## config.mk

```make
export PLATFORM = sky130hd
export DESIGN_NAME = writeback_lanes
export DESIGN_NICKNAME = d
export VERILOG_FILES = /design/src/rtl/wb_pkg.sv /design/src/rtl/writeback_lanes_load_extend.sv /design/src/rtl/writeback_lanes.sv
export SDC_FILE = /design/constraint.sdc
export NUM_CORES = 1
export LEC_CHECK = 0
export ABC_CLOCK_PERIOD_IN_PS = 11300
export CORE_MARGIN = 5
export CORE_UTILIZATION = 25
export CTS_CLUSTER_SIZE = 30
export DETAILED_ROUTE_END_ITERATION = 6
export HOLD_SLACK_MARGIN = 0.08
export MAX_ROUTING_LAYER = met4
export PLACE_DENSITY = 0.48
export SLEW_MARGIN = 20
export SYNTH_ARGS = -nofsm -noshare
export SYNTH_HDL_FRONTEND = slang
export SYNTH_SLANG_ARGS = --single-unit
```

## constraint.sdc

```tcl
create_clock -name clk -period 11.3 [get_ports clk]
set_input_delay 2.26 -clock clk [delete_from_list [all_inputs] [get_ports clk]]
set_output_delay 2.26 -clock clk [all_outputs]
set_load 0.05 [all_outputs]
```

## src/rtl/wb_pkg.sv

```systemverilog
// Shared types and default sizing for the multi-lane write-back stage.
package wb_pkg;

  localparam int WB_LANES  = 2;
  localparam int WB_WPORTS = 1;
  localparam int WB_DEPTH  = 4;
  localparam int WB_DW     = 32;
  localparam int WB_RW     = 5;

  typedef enum logic [2:0] {
    LW  = 3'd0,
    LB  = 3'd1,
    LBU = 3'd2,
    LH  = 3'd3,
    LHU = 3'd4
  } load_t;

  typedef struct packed {
    logic [WB_RW-1:0] idx;
    logic [WB_DW-1:0] data;
  } wb_entry_t;

endpackage

```

## src/rtl/writeback_lanes_load_extend.sv

```systemverilog
// Per-lane result selection: ALU result or load data with sub-word
// extraction and sign/zero extension. Purely combinational.
module load_extend
  import wb_pkg::*;
#(
  parameter int DW = WB_DW
) (
  input  logic          memto_reg,
  input  load_t         load_type,
  input  logic [1:0]    byte_off,
  input  logic [DW-1:0] read_data,
  input  logic [DW-1:0] alu_out,
  output logic [DW-1:0] result
);

  function automatic logic [DW-1:0] ext_byte(input logic [7:0] b, input logic sgn);
    return {{(DW-8){sgn & b[7]}}, b};
  endfunction

  function automatic logic [DW-1:0] ext_half(input logic [15:0] h, input logic sgn);
    return {{(DW-16){sgn & h[15]}}, h};
  endfunction

  logic [7:0]  sel_byte;
  logic [15:0] sel_half;

  // Halfword selection uses only the upper offset bit; the low bit is ignored.
  assign sel_byte = read_data[8*byte_off +: 8];
  assign sel_half = read_data[16*byte_off[1] +: 16];

  // Result mux: ALU path unless this lane retires a load.
  always_comb begin
    result = alu_out;
    if (memto_reg) begin
      unique case (load_type)
        LW:      result = read_data;
        LB:      result = ext_byte(sel_byte, 1'b1);
        LBU:     result = ext_byte(sel_byte, 1'b0);
        LH:      result = ext_half(sel_half, 1'b1);
        LHU:     result = ext_half(sel_half, 1'b0);
        default: result = read_data;
      endcase
    end
  end

endmodule

```

## src/rtl/writeback_lanes.sv

```systemverilog
// Multi-lane write-back: per-lane result formation, compacted in-order
// write queue, and drain onto WPORTS register-file write ports with
// same-destination masking among ports popped together.
module writeback_lanes
  import wb_pkg::*;
#(
  parameter int LANES  = WB_LANES,
  parameter int WPORTS = WB_WPORTS,
  parameter int DEPTH  = WB_DEPTH,
  parameter int DW     = WB_DW,
  parameter int RW     = WB_RW
) (
  input  logic                          clk,
  input  logic                          resetn,
  input  logic [LANES-1:0]              ValidWIn,
  input  logic [LANES-1:0]              RegWriteWIn,
  input  logic [LANES-1:0]              MemtoRegWIn,
  input  logic [LANES-1:0][2:0]         LoadTypeWIn,
  input  logic [LANES-1:0][1:0]         ByteOffWIn,
  input  logic [LANES-1:0][DW-1:0]      ReadDataWIn,
  input  logic [LANES-1:0][DW-1:0]      ALUOutWIn,
  input  logic [LANES-1:0][RW-1:0]      WriteRegWIn,
  output logic                          ReadyWOut,
  output logic [WPORTS-1:0]             RegWriteWOut,
  output logic [WPORTS-1:0][RW-1:0]     WriteRegWOut,
  output logic [WPORTS-1:0][DW-1:0]     ResultWOut,
  output logic [$clog2(DEPTH+1)-1:0]    OccupancyWOut
);

  localparam int AW = (DEPTH > 1) ? $clog2(DEPTH) : 1;
  localparam int CW = $clog2(DEPTH + 1);

  logic [AW-1:0] head, tail;
  logic [CW-1:0] count;
  logic [RW-1:0] q_idx  [DEPTH];
  logic [DW-1:0] q_data [DEPTH];

  logic [DW-1:0]    lane_res [LANES];
  logic [LANES-1:0] qual;
  logic [LANES-1:0] wr_en;
  logic [AW-1:0]    wr_addr [LANES];
  logic [CW-1:0]    enq_n;
  logic [CW-1:0]    deq_n;
  logic             accept;

  logic [AW-1:0]                rd_addr [WPORTS];
  logic [WPORTS-1:0]            pop_en;
  logic [WPORTS-1:0]            en_next;
  logic [WPORTS-1:0][RW-1:0]    idx_next;
  logic [WPORTS-1:0][DW-1:0]    data_next;

  // Stage boundary: Memory pipeline register -> lane result formation.
  for (genvar l = 0; l < LANES; l++) begin : g_lane
    load_extend #(.DW(DW)) u_ext (
      .memto_reg (MemtoRegWIn[l]),
      .load_type (load_t'(LoadTypeWIn[l])),
      .byte_off  (ByteOffWIn[l]),
      .read_data (ReadDataWIn[l]),
      .alu_out   (ALUOutWIn[l]),
      .result    (lane_res[l])
    );
    assign qual[l] = ValidWIn[l] & RegWriteWIn[l] & (WriteRegWIn[l] != '0);
  end

  // Ready looks only at registered occupancy, so a same-edge pop never helps.
  assign ReadyWOut     = (DEPTH - int'(count)) >= LANES;
  assign accept        = ReadyWOut;
  assign OccupancyWOut = count;

  // Compact qualifying lanes into consecutive slots starting at tail.
  always_comb begin
    enq_n = '0;
    for (int l = 0; l < LANES; l++) begin
      wr_en[l]   = accept & qual[l];
      wr_addr[l] = tail + AW'(enq_n);
      if (wr_en[l]) enq_n = enq_n + CW'(1);
    end
  end

  // Pop up to WPORTS oldest entries; an older port loses to a younger one
  // aimed at the same register so the last value in program order wins.
  always_comb begin
    deq_n     = (count < CW'(WPORTS)) ? count : CW'(WPORTS);
    en_next   = '0;
    idx_next  = '0;
    data_next = '0;
    for (int p = 0; p < WPORTS; p++) begin
      rd_addr[p] = head + AW'(p);
      pop_en[p]  = CW'(p) < deq_n;
      if (pop_en[p]) begin
        en_next[p]   = 1'b1;
        idx_next[p]  = q_idx[rd_addr[p]];
        data_next[p] = q_data[rd_addr[p]];
      end
    end
    for (int p = 0; p < WPORTS; p++) begin
      for (int q = p + 1; q < WPORTS; q++) begin
        if (pop_en[p] && pop_en[q] && (q_idx[rd_addr[q]] == q_idx[rd_addr[p]]))
          en_next[p] = 1'b0;
      end
    end
  end

  // Queue storage: data only, no reset needed since count gates every read.
  always_ff @(posedge clk) begin
    for (int l = 0; l < LANES; l++) begin
      if (wr_en[l]) begin
        q_idx[wr_addr[l]]  <= WriteRegWIn[l];
        q_data[wr_addr[l]] <= lane_res[l];
      end
    end
  end

  // Stage boundary: queue head -> register-file write ports.
  always_ff @(posedge clk or negedge resetn) begin
    if (!resetn) begin
      head         <= '0;
      tail         <= '0;
      count        <= '0;
      RegWriteWOut <= '0;
      WriteRegWOut <= '0;
      ResultWOut   <= '0;
    end else begin
      head         <= head + AW'(deq_n);
      tail         <= tail + AW'(enq_n);
      count        <= count + enq_n - deq_n;
      RegWriteWOut <= en_next;
      WriteRegWOut <= idx_next;
      ResultWOut   <= data_next;
    end
  end

endmodule
```

==> impl_metrics.toml <==
[status]
outcome = "complete, no violations"

[detailed_routing]
wl_um = 40130
ant_nets = 0
vias_per_cell = 5.025
post-route-drc-count = 0
wl_met3_um = 2680
top_layer_used = "met4"
avgRoutedWirePerCell_um = 23.05
wl_met2_um = 18550
first_pass_iters = 5
drt_iter0_drc = 808
vias = 8749
wl_met1_um = 18420

[timing]
period_share_pct = 45.52
slew_headroom_pct = 23.00
fin_tns_setup_ns = 0
drv_slew = 0
min_period_ns = 5.144
finalSetupViolCount = 0
fin_hold_ws_ns = 0.5625
fmax_ghz = 0.1944
hold_viol = 0
skew_ns = 0.01307
rsz0062_at_grt = "false"
worst_pin_slew_ns = 1.146

[clocking]
cts_max_level = 4
cts_tree = "built"
holdBufCountCts = 0
cts-resized-gates = 0
numCtsBuffers = 17
clock_latency_ns = 0.44
clk_pin_slew_worst_paths_ns = 0.07
clockBufferDepth = 2
numClockSinks = 193
clockRootBuffer = "clkbuf_16"
post-cts-setup-buffer-count = 0

[worst_setup_path]
worstPathCellList = "clkdlybuf4s50_1 > nor3_1 > a21oi_1 > ha_1 > and3b_1 > o211ai_2 > or2_2 > o21ai_4 > buf_4"
worstSetupPathType = "input port to flip-flop"
crit_fanout = 37
cp.arrival_ns = 5.21
slowest_delay_ns = 0.63
crit_family = "buffers and inverters"
setup.worst_path.end_class = "flip-flop"
start_kind = "input port"
slowest_stage = "or2_2"
required_ns = 11.37
path_buf_inv = 2
r2r_setup_slack_ns = 7.46

[placement]
hpwl_um = 28830
gp_congestion = 0.8118
io_buffers = 197

[floorplanning]
die_width_um = 218.2
ios = 198
fp.dieArea_um2 = 47590
core_um2 = 42980
row_count = 76
initial_utilization_pct = 25.20
die_y_um = 218.2

[logic_synthesis]
synth_compound_area_share_pct = 17.04
syn_nets = 1149
ys_types = 60
synth_edf_count = 148
muxShareOfSynthArea_pct = 13.39
synthAdderAreaFrac_pct = 0.9703
yosys_most_used_dff = "edfxtp_1"
async_flop_share_pct = 23.32
syn_inst = 986
yosysSeqAreaShare_pct = 51.43
synth.avg_cell_area_um2 = 10.99
synth_top_family_by_area = "compound AO/OA/AOI/OAI gates"
ys_seq_elements = 193
synth_xor_area_share_pct = 0.8086
synth_area_um2 = 10830
ys_warn_count = 0
synthSimpleGateAreaFrac_pct = 12.73

[global_route]
antenna_found_initial = 3
grt_pass1_vias = 8752
track_usage_pct = 17.07
grt.overflow.total = 0
grt_start_max_net_pins = 74
grt_first_pass_wirelength_um = 58220

[power]
total_leakage_power_nw = 4.919
peakVddDrop_v = 0.0001359
power.density_nw_per_um2 = 204.1

[run]
maxCapViolations = 0

[layout]
drive_gt1_share_pct = 11.54
final_util_pct = 32.57
final_nets = 1303
areaGrowthSynthToFinish_pct = 29.24

[hold_path]
hold_class = "flip-flop to flip-flop"
## synth_stat cells, types with 6 or more instances
cell type / count / area, um2
o2111ai_1: 7 / 61.31
nand3_1: 19 / 95.09
edfxtp_1: 148 / 4444
a21oi_1: 19 / 95.09
o22ai_1: 32 / 200.2
nor3_1: 17 / 85.08
o21ai_0: 145 / 725.7
a21o_1: 16 / 120.1
buf_2: 27 / 135.1
mux4_2: 38 / 855.8
nand3b_1: 7 / 52.55
clkbuf_1: 49 / 183.9
and2_1: 37 / 231.5
o211ai_1: 16 / 120.1
ha_1: 6 / 75.07
dfrtp_1: 45 / 1126
xnor2_1: 7 / 61.31
o211a_1: 8 / 80.08
or2_2: 8 / 50.05
inv_1: 12 / 45.04
o21ai_2: 10 / 87.58
nor2_1: 32 / 120.1
mux2_2: 11 / 123.9
a31oi_1: 16 / 100.1
mux2i_1: 47 / 470.5
nand2_1: 135 / 506.7
## cell usage in the layout (no fill, tap or decap), types with 5 or more instances in the layout
cell type / Yosys / routed
clkbuf_16: 0 / 17
edfxtp_1: 148 / 148
inv_6: 0 / 5
nand2_1: 135 / 135
a31oi_1: 16 / 16
xnor2_1: 7 / 7
nor3_1: 17 / 16
o21ai_0: 145 / 141
and2_1: 37 / 37
nor2_1: 32 / 28
clkdlybuf4s50_1: 0 / 195
o2111ai_1: 7 / 7
nand2b_1: 5 / 5
buf_4: 1 / 19
o211ai_1: 16 / 16
o22ai_1: 32 / 32
mux4_2: 38 / 38
nand3b_1: 7 / 7
mux2_2: 11 / 11
nor2b_1: 5 / 5
a21oi_1: 19 / 19
o21ai_1: 5 / 5
mux2i_1: 47 / 47
o211a_1: 8 / 8
a21o_1: 16 / 16
nand3_1: 19 / 19
inv_1: 12 / 12
or2_2: 8 / 8
dfrtp_1: 45 / 44
ha_1: 6 / 6
o21ai_2: 10 / 10
## metal layers
metal / vias up / GRT usage (%)
met1: 4358 / 23.96
met5: - / -
li1: 4042 / -
met3: 21 / 3.560
met4: 0 / 3.140
met2: 328 / 25.97
## stage by stage
step	cells	total power, W	area (um2)	worst slack, ns
2_1_floorplan	986	0.001816	10830	5.489
6_report	1741	0.002857	14000	6.156
3_3_place_gp	1706	0.002268	13390	5.781
3_5_place_dp	1706	0.002275	13390	5.714
4_1_cts	1738	0.002896	13990	6.176
5_1_grt	1741	0.002997	14000	6.026
## worst paths after layout
check | depth (start not counted) | startpoint | to
max | 9 | WriteRegWIn[0] | q_data[0][11]
min | 1 | OccupancyWOut[0] | OccupancyWOut[0]
max reg2reg | 9 | OccupancyWOut[0] | q_data[0][11]
min reg2reg | 1 | OccupancyWOut[0] | OccupancyWOut[0]
max in group asynchronous | 2 | resetn | head[0]
min in group asynchronous | 2 | resetn | ResultWOut[4]
## sequential cells by signal, summed over array words and instances (netlist names)
name,count
ResultWOut,32
OccupancyWOut,3
tail,2
q_idx,20
RegWriteWOut,1
q_data,128
WriteRegWOut,5
head,2
## worst register-to-register path, cell delays in order (launching register included)
cell and delay, ns:
dfrtp_1 0.44, a21oi_1 0.52, nand3_1 0.22, a21oi_1 0.30
ha_1 0.30, and3b_1 0.22, o211ai_2 0.15, or2_2 0.63
o21ai_4 0.14, buf_4 0.54
## cell families (layout without fill, tap and decap cells)
| kind of cell | count (synthesis) | after routing |
|---|---|---|
| AO/OA/AOI/OAI | 299 | 299 |
| AND/OR/NAND/NOR | 287 | 287 |
| flip-flops | 193 | 193 |
| multiplexers | 96 | 96 |
| buffers and inverters | 93 | 260 |
| XOR/XNOR | 10 | 10 |
| adder cells (fa/ha/maj) | 8 | 8 |
| other | 0 | 3 |
## power by group
part	switching, W	total, W	internal [W]	leakage, nW
sequential	0.0000560	0.00101	0.000954	1.87
combinational	0.000754	0.00123	0.000471	2.75
clock	0.000304	0.000622	0.000318	0.295
## area by class of cell
| type | instances | area, um2 |
|---|---|---|
| Tap cell | 585 | 732.0 |
| Multi-Input combinational cell | 700 | 4937 |
| Sequential cell | 193 | 5572 |
| Antenna cell | 3 | 7.507 |
| Timing Repair Buffer | 216 | 2105 |
| Clock buffer | 18 | 429.2 |
| Fill cell | 4430 | 28980 |
| Inverter | 12 | 45.04 |
| Clock inverter | 14 | 171.4 |
No activity file was read; power rests on OpenSTA's default activity.
